===== config.mk =====
export PLATFORM = sky130hd
export DESIGN_NAME = pe_ws_dbuf
export DESIGN_NICKNAME = d
export VERILOG_FILES = /design/src/rtl/pe_ws_dbuf.sv
export SDC_FILE = /design/constraint.sdc
export NUM_CORES = 1
export LEC_CHECK = 0
export BUFFER_PORTS_ARGS = -buffer_cell sky130_fd_sc_hd__buf_2
export CAP_MARGIN = 20
export CORE_ASPECT_RATIO = 2
export CORE_MARGIN = 10
export CORE_UTILIZATION = 42
export DETAILED_ROUTE_END_ITERATION = 10
export GPL_TIMING_DRIVEN = 0
export PLACE_DENSITY = 0.61
export SLEW_MARGIN = 0
export SYNTH_ARGS = -nofsm -noshare
export SYNTH_HDL_FRONTEND = slang
export SYNTH_SLANG_ARGS = --single-unit

===== constraint.sdc =====
create_clock -name clk -period 12.41 [get_ports clk]
set_input_delay 1.8615 -clock clk [delete_from_list [all_inputs] [get_ports clk]]
set_output_delay 1.8615 -clock clk [all_outputs]
set_load 0.03 [all_outputs]

===== src/rtl/pe_ws_dbuf.sv =====
// rtl/pe_ws_dbuf.sv - weight-stationary systolic PE with double-buffered weight
// Shadow weight shifts down the column while the active weight keeps computing.
module pe_ws_dbuf #(
  parameter int DATA_W = 18,
  parameter int ACC_W  = 2 * DATA_W,
  parameter bit SIGNED = 1'b1,
  parameter bit SAT_EN = 1'b1
) (
  input  logic              clk,
  input  logic              rst_n,
  input  logic              w_load,
  input  logic              w_swap,
  input  logic [DATA_W-1:0] in_weight_above,
  output logic [DATA_W-1:0] out_weight_below,
  input  logic              act_valid_in,
  input  logic [DATA_W-1:0] active_left,
  output logic              act_valid_out,
  output logic [DATA_W-1:0] active_right,
  input  logic [ACC_W-1:0]  in_sum,
  output logic [ACC_W-1:0]  out_sum,
  output logic              sum_ovf,
  output logic              ovf_sticky,
  input  logic              clr_ovf,
  output logic              w_pending
);

  localparam int PW = 2 * DATA_W;

  logic [DATA_W-1:0] shadow_q;
  logic [DATA_W-1:0] active_w;
  logic [PW-1:0]     act_x;
  logic [PW-1:0]     wgt_x;
  logic [PW-1:0]     prod;
  logic [ACC_W:0]    prod_x;
  logic [ACC_W:0]    in_sum_x;
  logic [ACC_W:0]    sum_x;
  logic              ovf;
  logic [ACC_W-1:0]  sat_val;
  logic [ACC_W-1:0]  sum_next;
  logic              ovf_next;

  assign out_weight_below = shadow_q;

  always_comb begin
    act_x    = '0;
    wgt_x    = '0;
    prod_x   = '0;
    in_sum_x = '0;
    sat_val  = '1;
    ovf      = 1'b0;
    if (SIGNED) begin
      act_x    = {{DATA_W{active_left[DATA_W-1]}}, active_left};
      wgt_x    = {{DATA_W{active_w[DATA_W-1]}}, active_w};
    end else begin
      act_x    = {{DATA_W{1'b0}}, active_left};
      wgt_x    = {{DATA_W{1'b0}}, active_w};
    end
    // Low 2*DATA_W bits of the widened product equal the exact full product.
    prod = act_x * wgt_x;
    if (SIGNED) begin
      prod_x   = {{(ACC_W+1-PW){prod[PW-1]}}, prod};
      in_sum_x = {in_sum[ACC_W-1], in_sum};
    end else begin
      prod_x   = {{(ACC_W+1-PW){1'b0}}, prod};
      in_sum_x = {1'b0, in_sum};
    end
    sum_x = in_sum_x + prod_x;
    if (SIGNED) begin
      ovf     = (in_sum[ACC_W-1] == prod_x[ACC_W-1]) && (sum_x[ACC_W-1] != in_sum[ACC_W-1]);
      sat_val = in_sum[ACC_W-1] ? {1'b1, {(ACC_W-1){1'b0}}} : {1'b0, {(ACC_W-1){1'b1}}};
    end else begin
      ovf     = sum_x[ACC_W];
      sat_val = '1;
    end
    sum_next = in_sum;
    ovf_next = 1'b0;
    if (act_valid_in) begin
      ovf_next = ovf;
      sum_next = (ovf && SAT_EN) ? sat_val : sum_x[ACC_W-1:0];
    end
  end

  always_ff @(posedge clk or negedge rst_n) begin
    if (!rst_n) begin
      shadow_q      <= '0;
      active_w      <= '0;
      w_pending     <= 1'b0;
      active_right  <= '0;
      act_valid_out <= 1'b0;
      out_sum       <= '0;
      sum_ovf       <= 1'b0;
      ovf_sticky    <= 1'b0;
    end else begin
      if (w_load) shadow_q <= in_weight_above;
      if (w_swap) active_w <= shadow_q;
      if (w_load)      w_pending <= 1'b1;
      else if (w_swap) w_pending <= 1'b0;
      active_right  <= active_left;
      act_valid_out <= act_valid_in;
      out_sum       <= sum_next;
      sum_ovf       <= ovf_next;
      ovf_sticky    <= clr_ovf ? 1'b0 : (ovf_sticky | ovf_next);
    end
  end

endmodule


=== Yosys cells after proc, flatten, opt, wreduce, memory -nomap -nowiden ===
Cells that the tools add are included.

* Output and inout bits: 76
* Bits of input ports: 78
* Logic and storage cells: 22
* Bits in registers: 94

* Multiplexer cells: 7
* Equality and inequality tests: 2
* Reduce and logical (&&, ||, !) cells: 2
* $mul: 1
* Bitwise logic cells: 1
* $add $sub $neg: 1

{| class="wikitable"
|+ Operators by type and width
! operator !! number
|-
| two-way mux 36 bit || 3
|-
| adder 36 bit || 1
|-
| multiplier 18 x 18 -> 36 bit || 1
|-
| two-way mux 1 bit || 4
|-
| nonzero test 2 bit || 1
|-
| equality test 1 bit || 1
|-
| logical AND 1 bit || 1
|-
| != test 1 bit || 1
|-
| bitwise OR 1 bit || 1
|}

=== Logic depth before layout (Yosys ltp) ===
Gate-level depths: netlist of run 1.

* Word-level depth: 7
* Depth in mapped cells: 35
* Depth with buffers taken out: 33

=== Worst setup path after synthesis of run 1 ===
Ideal clock, no wire load.

* Kind: input to register
* Start point: input active_left[17]
* End point: register out_sum[34]
* Slack: 3.119 ns
* Setup time: 0.067 ns
* Arrival: 9.224 ns
* Path buffers: 2
* Required time: 12.343 ns
* Stages on the path: 33
* Cell sequence: clkbuf_1 > clkbuf_1 > nand2_1 > inv_1 > fa_1 > fa_1 > inv_1 > fa_1 > fa_1 > inv_1 > fa_1 > inv_1 > fa_1 > inv_1 > ha_1 > a211oi_1 > nand2_1 > nor3_1 > o211ai_1 > nand3_1 > nand2b_1 > a21oi_1 > xnor2_1 > ha_1 > nand3_1 > a2111oi_4 > nand2_1 > a211oi_2 > o2111ai_1 > and3_1 > or4b_4 > a32oi_1 > o221a_1

* Word-level cells in the longest chain between the ends: 6
* Elaborated cells on any way between the ends: 7
* Classes of those cells: add/sub (1); mul (1); eq/ne (2); mux (2); reduce/logical (1)

{| class="wikitable"
|+ Ends and longest elaborated chain
! element !! line !! RTL
|-
| from (decl) || 16 || <nowiki>input logic [DATA_W-1:0] active_left,</nowiki>
|-
| multiplier 18 x 18 -> 36 bit (*) || 59 || <nowiki>prod = act_x * wgt_x;</nowiki>
|-
| adder 36 bit || 67 || <nowiki>sum_x = in_sum_x + prod_x;</nowiki>
|-
| != test 1 bit || 69 || <nowiki>ovf = (in_sum[ACC_W-1] == prod_x[ACC_W-1]) && (sum_x[ACC_W-1] != in_sum[ACC_W-1]);</nowiki>
|-
| logical AND 1 bit || 69 ||
|-
| two-way mux 36 bit (*) || 79 || <nowiki>sum_next = (ovf && SAT_EN) ? sat_val : sum_x[ACC_W-1:0];</nowiki>
|-
| two-way mux 36 bit (*) || 77 || <nowiki>if (act_valid_in) begin</nowiki>
|-
| net sum_next[34] || 39 || <nowiki>logic [ACC_W-1:0] sum_next;</nowiki>
|-
| to (signal assigned) || 100 || <nowiki>out_sum <= sum_next;</nowiki>
|-
| to (decl) || 20 || <nowiki>output logic [ACC_W-1:0] out_sum,</nowiki>
|}

Mark *: on every way through the listed nets, which the timed path passes. The rest lies on a longest branch.
A chain may end at the register's enable or synchronous reset.

=== Final worst setup path of run 1 ===
* Start point: input active_left[17]
* End point: register out_sum[5]

* Word-level cells in the longest chain between the ends: 6
* Elaborated cells on any way between the ends: 7
* Classes of those cells: add/sub (1); mul (1); eq/ne (2); mux (2); reduce/logical (1)

{| class="wikitable"
|+ Ends and longest elaborated chain
! element !! line
|-
| multiplier 18 x 18 -> 36 bit (*) || 59
|-
| adder 36 bit || 67
|-
| != test 1 bit || 69
|-
| logical AND 1 bit (*) || 69
|-
| two-way mux 36 bit (*) || 79
|-
| two-way mux 36 bit (*) || 77
|-
| net sum_next[5] || 39
|}

Marked as above.

==> key figures, run 1 <==
CTS
  • Clock-pin slew on the worst setup and hold paths: roughly 0.07 ns
  • Clock Sinks: 94
  • Clock root buffer master: clkbuf_16
  • Hold Buf Count CTS: 0
  • H-Tree Depth: 3
  • CTS tree: done
  • CTS buffer count: 9
  • Setup bufs post-CTS: 0
  • Clock Path Buffers: 2
  • Post-CTS Resized: 0
  • Clk_lat worst skew: between 0.3 and 0.4 ns

STA
  • FMAX: ~90 MHz
  • Period utilisation layout: 0.914
  • RSZ-0062 raised after global routing: no
  • Slew Viols, Final: 0
  • TNS Setup: 0 ns
  • Final setup viols: 0
  • Final Critical Period: 11.34 ns
  • Slew @ Worst Pin: roughly 1.0 ns
  • Fin. Hold Viols: 0
  • Clock Skew: 0.0156 ns
  • Max-slew headroom: 0.305

GRT
  • Largest net degree at the start of global routing: 53
  • Routing usage on met3: 0.0330
  • Vias in the first global route: 15,403
  • Total gr overflow: 0
  • Met2 GRT Util: 0.419
  • GRT Total Usage: 0.224
  • Antenna violations before repair: 3
  • Grt peak-use layer: met2
  • Met1 GRT Util: 0.231
  • First-pass GRT wire length: 86,100 µm

Critical path
  • WP data arrival: 11.56 ns
  • Startpoint type of the worst setup path: primary input
  • Worst path slowest cell: clkbuf_1
  • CP max FO: 10
  • Crit path kind: primary input to flip-flop
  • Worst R2R Path Depth: 33
  • Reg2reg end: out_sum[5]
  • Worst path max stage delay: 0.58 ns
  • Worst endpoint required time: 12.63 ns
  • Worst Setup EP: out_sum[5]
  • Reg-to-reg slack, setup: ~2.4 ns
  • Worst r2r src: active_w[9]
  • Crit path capture type: flip-flop
  • Most common cell on crit path: fa_1
  • Critical path startpoint: active_left[17]

Die
  • Die area: 50,700 µm²
  • Die span in x: 164 µm
  • Top-level I/O count: roughly 150
  • FP Rows: ~110
  • Die Y: slightly above 300 µm
  • Starting Density: 0.425
  • Core area: roughly 40,000 µm²

Placement
  • DP HPWL: between 40,000 and 50,000 µm
  • Placed insts: around 2,500
  • I/O Buffers: 150
  • RD Place Congestion: about 0.98

Hold path
  • Hold Crit Class: flip-flop to flip-flop
  • Hold Crit Start: w_pending

Synth
  • Top_reg_cell synth: dfrtp_1
  • Syn_nets: approximately 2,400
  • Synth async-reset ratio: 1.00
  • Number of synthesized register bits: 94
  • Post-Synthesis Cells: ~1,900
  • Ys Warns: 0
  • Synth Area per Inst: 9.39 µm²
  • Cell variety after synth: about 70
  • Synth Cell Area: 17,500 µm²
  • EDFF count, synth: 0
  • Seq/Total Area, Yosys: 0.135

Final layout
  • Area growth syn-to-layout: 9.93%
  • Layout cells sized above 1: 0.116
  • Non-Filler Instances: between 2,000 and 3,000
  • Final #Nets: 2,560

Drt
  • Vias/cell: between 5 and 6
  • Vias: approximately 14,000
  • WL final: 54,100 µm
  • WL/cell: around 21 µm
  • Detailed Route Iter0 Violations: between 600 and 700
  • Post-route ant nets: 0
  • TritonRoute pass-1 iters: 5
  • DRC errors left: 0

Run status
  • Status: completed

Run
  • Number of max-cap violations: 0
==> cells in the mapped netlist (18+ instances only) <==
| library cell | number | area (µm²) |
|---|---|---|
| inv_1 | 405 | 1520 |
| fa_1 | 330 | 6610 |
| nand2_1 | 184 | 691 |
| and2_1 | 170 | 1060 |
| ha_1 | 129 | 1610 |
| dfrtp_1 | 94 | 2350 |
| nor2_1 | 70 | 263 |
| a21oi_1 | 61 | 305 |
| clkbuf_1 | 53 | 199 |
| xnor2_1 | 48 | 420 |
| mux2_2 | 37 | 417 |
| o21ai_0 | 35 | 175 |
| a211oi_1 | 34 | 255 |
| a21o_1 | 18 | 135 |
==> worst min path at each step <==
| stage | to | slack, ns | cells past startpoint |
|---|---|---|---|
| global route | w_pending | 0.53 | 1 |
| floorplan | active_w[15] | 0.59 | 1 |
| detailed placement | w_pending | 0.46 | 1 |
| finish | w_pending | 0.49 | 1 |
| CTS | w_pending | 0.49 | 1 |
| global placement | w_pending | 0.47 | 1 |
==> final cells by class <==
| class | count | area (µm²) |
|---|---|---|
| Timing Repair Buffer | 151 | 781 |
| Tap cell | 535 | 669 |
| Multi-Input combinational cell | 1294 | 13300 |
| Sequential cell | 94 | 2350 |
| Clock inverter | 6 | 52.6 |
| Fill cell | 3960 | 21900 |
| Buffer | 68 | 302 |
| Antenna cell | 2 | 5.00 |
| Inverter | 405 | 1520 |
| Clock buffer | 10 | 229 |
==> registers in the layout (all words and copies together) (netlist names) <==
register          flops
active_w             18
act_valid_out         1
out_sum              36
active_right         18
out_weight_below     18
sum_ovf               1
ovf_sticky            1
w_pending             1
==> cell usage in the layout, fill, tap and decap left out, drive strengths merged, types with 18 or more instances in the layout <==
| cell | synthesis | final |
|---|---|---|
| a21o | 18 | 18 |
| fa | 330 | 330 |
| a21oi | 62 | 62 |
| buf | 14 | 165 |
| ha | 129 | 129 |
| a211oi | 39 | 39 |
| nand2 | 184 | 184 |
| xnor2 | 48 | 48 |
| and2 | 170 | 170 |
| o21ai | 37 | 37 |
| nor2 | 70 | 70 |
| dfrtp | 94 | 94 |
| mux2 | 37 | 37 |
| inv | 405 | 408 |
| clkbuf | 54 | 64 |
==> logic make-up after synthesis <==
family                   count (synthesis)  share of synthesized area
AND/OR/NAND/NOR                        507                      0.145
buffers and inverters                  473                      0.104
adder cells (fa/ha/maj)                459                      0.470
AO/OA/AOI/OAI                          225                     0.0894
flip-flops                              94                      0.135
XOR/XNOR                                65                     0.0326
multiplexers                            38                     0.0244
==> through the flow <==
stage / instance area (µm²) / setup slack (ns) / hold slack (ns) / util
floorplan: 17500 / 3.12 / 0.586 / -
global placement: 18900 / 0.920 / 0.468 / 0.460
detailed placement: 18900 / 0.778 / 0.464 / 0.460
CTS: 19200 / 1.11 / 0.492 / 0.467
global route: 19200 / 0.495 / 0.525 / 0.467
finish: 19200 / 1.07 / 0.489 / 0.467
==> routing by layer <==
metal | up-vias | part of all wire
met5 | - | 0.00043
met4 | 4 | 0.061
met3 | 164 | 0.047
met2 | 465 | 0.55
met1 | 6857 | 0.34
li1 | 6037 | -
==> critical path: cells and delay by family <==
family,cells,cell delay (ns)
adder cells (fa/ha/maj),8,3.78
AO/OA/AOI/OAI,8,2.22
buffers and inverters,9,1.76
AND/OR/NAND/NOR,8,1.75
XOR/XNOR,1,0.16
Power of run 1 is not shown: default switching activity piles up to over one toggle a cycle in this logic, so the estimate is an artifact.
==> inputs of run 2 (changes only) <==
--- a/config.mk
+++ b/config.mk
@@ -5,6 +5,7 @@
 export SDC_FILE = /design/constraint.sdc
 export NUM_CORES = 1
 export LEC_CHECK = 0
+export ABC_AREA = 1
 export BUFFER_PORTS_ARGS = -buffer_cell sky130_fd_sc_hd__buf_2
 export CAP_MARGIN = 20
 export CORE_ASPECT_RATIO = 2
@@ -12,7 +13,7 @@
 export CORE_UTILIZATION = 42
 export DETAILED_ROUTE_END_ITERATION = 10
 export GPL_TIMING_DRIVEN = 0
-export PLACE_DENSITY = 0.61
+export PLACE_DENSITY = 0.6
 export SLEW_MARGIN = 0
 export SYNTH_ARGS = -nofsm -noshare
 export SYNTH_HDL_FRONTEND = slang
==> run 2 against run 1 <==
Effect of this change: global-route usage grew 2.1 points; design area is 7.1% higher; area after synthesis up 7.6%; final cell count rose by 24%; flip-flop and latch count did not move; wire length grew 18%; sequential share of layout area down 0.81 points; worst hold slack improved by 0.0038 ns; die area up 6.9%; register-to-register slack improved by 0.56 ns; non-clock buffer count rose by 25; worst setup slack gained 0.38 ns; highest routed layer is now met4.
==> key figures, run 2 <==
GRT
  • Total gr overflow: 0
  • Vias in the first global route: 17,937
  • Antenna violations before repair: 1
  • GRT Total Usage: 0.245
  • Largest net degree at the start of global routing: between 60 and 70
  • First-pass GRT wire length: 99,500 µm

CTS
  • Clock root buffer master: clkbuf_16
  • Clock-pin slew on the worst setup and hold paths: roughly 0.07 ns
  • Clk_lat worst skew: 0.40 ns
  • Hold Buf Count CTS: 0
  • Clock Sinks: 94
  • CTS tree: done
  • Post-CTS Resized: 0
  • H-Tree Depth: 3
  • CTS buffer count: 9
  • Setup bufs post-CTS: 0
  • Clock Path Buffers: 2

Synth
  • Commonest cells post-synth: inv_1, nand2_1, fa_1, nor2_1, ha_1
  • Synth Area per Inst: 7.65 µm²
  • Synth Cell Area: 18,800 µm²
  • Top_reg_cell synth: dfrtp_1
  • Synth area leaders: fa_1, inv_1, nand2_1
  • Ys Warns: 0
  • Top cell type by total area after synthesis: fa_1
  • Synth async-reset ratio: 1.00
  • Syn_nets: 2,997
  • Most common cell in the netlist: inv_1
  • Share of Yosys cell area claimed by the top area cell type: 0.351
  • Number of synthesized register bits: 94
  • Cell variety after synth: 39
  • EDFF count, synth: 0
  • Seq/Total Area, Yosys: 0.125
  • Post-Synthesis Cells: 2,460

STA
  • Slew @ Worst Pin: ~1.2 ns
  • Clock Skew: ~0.021 ns
  • Final Critical Period: ~11 ns
  • TNS Setup: 0 ns
  • RSZ-0062 raised after global routing: no
  • Max-slew headroom: 0.218
  • Fin. Hold Viols: 0
  • Period utilisation layout: 0.884
  • Final setup viols: 0
  • FMAX: 91.2 MHz
  • Slew Viols, Final: 0

Drt
  • WL final: between 60,000 and 70,000 µm
  • WL/cell: 20.0 µm
  • Detailed Route Iter0 Violations: between 700 and 800
  • TritonRoute pass-1 iters: 5
  • Vias/cell: approximately 5
  • DRC errors left: 0
  • Vias: about 16,000
  • Post-route ant nets: 0

Placement
  • DP HPWL: 56,100 µm
  • RD Place Congestion: approximately 0.99
  • I/O Buffers: about 150

Critical path
  • Startpoint type of the worst setup path: primary input
  • Most common cell on crit path: inv_1
  • Worst path max stage delay: slightly above 0.6 ns
  • Crit path kind: primary input to flip-flop
  • CP max FO: 10
  • Worst endpoint required time: around 13 ns
  • WP data arrival: 11.25 ns
  • Worst path slowest cell: fa_1
  • Crit path capture type: flip-flop

Run
  • Number of max-cap violations: 0

Final layout
  • Layout cells sized above 1: 0.0940
  • Area growth syn-to-layout: 9.39%
  • Most common cell after layout, fill and taps aside: inv_1
  • Max reg flops: 36
  • Most frequent cells in the layout: inv_1, nand2_1, fa_1, buf_2, nor2_1
  • Largest reg by FF count: out_sum
  • Final #Nets: 3,162

Die
  • Die Y: roughly 320 µm
  • Core area: 44,300 µm²
  • Top-level I/O count: around 150
  • Starting Density: 0.424
  • FP Rows: ~110
  • Die area: approximately 54,000 µm²
  • Die span in x: between 150 and 200 µm

Run status
  • Status: completed

Hold path
  • Hold Crit Class: flip-flop to flip-flop
run 2: final timing paths:
path / start / end / slack [ns] / cells after the start
worst max-delay path: active_left[17] / out_sum[17] / 1.44 / 36
worst min-delay path: out_weight_below[13] / out_weight_below[13] / 0.49 / 2
worst max register to register: active_w[1] / out_sum[17] / 2.98 / 35
worst min register to register: out_weight_below[13] / out_weight_below[13] / 0.49 / 2
max in group asynchronous: rst_n / out_weight_below[14] / 10.26 / 2
min in group asynchronous: rst_n / out_sum[9] / 1.44 / 1
run 2: worst max-delay path: cells and delay by family:
family | cells | cell delay [ns]
AO/OA/AOI/OAI | 5 | 1.30
XOR/XNOR | 1 | 0.18
adder cells (fa/ha/maj) | 8 | 3.98
buffers and inverters | 12 | 2.15
AND/OR/NAND/NOR | 10 | 1.73
run 2: kinds of logic (layout without fill, tap and decap cells):
kind of cell / after synthesis / count (layout) / synth area share
AO/OA/AOI/OAI: 169 / 169 / 0.0548
AND/OR/NAND/NOR: 902 / 902 / 0.194
other: 0 / 1 / 0
XOR/XNOR: 49 / 49 / 0.0228
adder cells (fa/ha/maj): 459 / 459 / 0.437
multiplexers: 15 / 15 / 0.00898
flip-flops: 94 / 94 / 0.125
buffers and inverters: 772 / 941 / 0.157
run 2: layout make-up:
class	count	area [µm²]
diodes	1	2.50
clock inverters	6	47.5
repair buffers	154	796
well taps	555	694
clock buffers	9	225
inverters	682	2560
flip-flops and latches	94	2350
multi-input cells	1594	13500
fillers	4527	23800
plain buffers	90	394
run 2: through the flow:
stage	cell area, µm²	util	hold WS, ns	cells	worst slack, ns
floorplan	18800	-	0.649	2460	3.58
global placement	20300	0.457	0.475	3168	1.12
detailed placement	20300	0.458	0.482	3169	1.06
CTS	20600	0.464	0.497	3184	1.43
global route	20600	0.464	0.540	3184	0.981
finish	20600	0.464	0.493	3185	1.44
run 2: metal layers:
| layer | GRT usage | vias up | routed length [µm] |
|---|---|---|---|
| met5 | 0 | - | 0 |
| met4 | 0.202 | 0 | 6120 |
| met3 | 0.0330 | 215 | 2780 |
| met2 | 0.458 | 513 | 34600 |
| met1 | 0.227 | 7761 | 20000 |
| li1 | - | 7451 | - |
Power of run 2 is left out for the same reason.
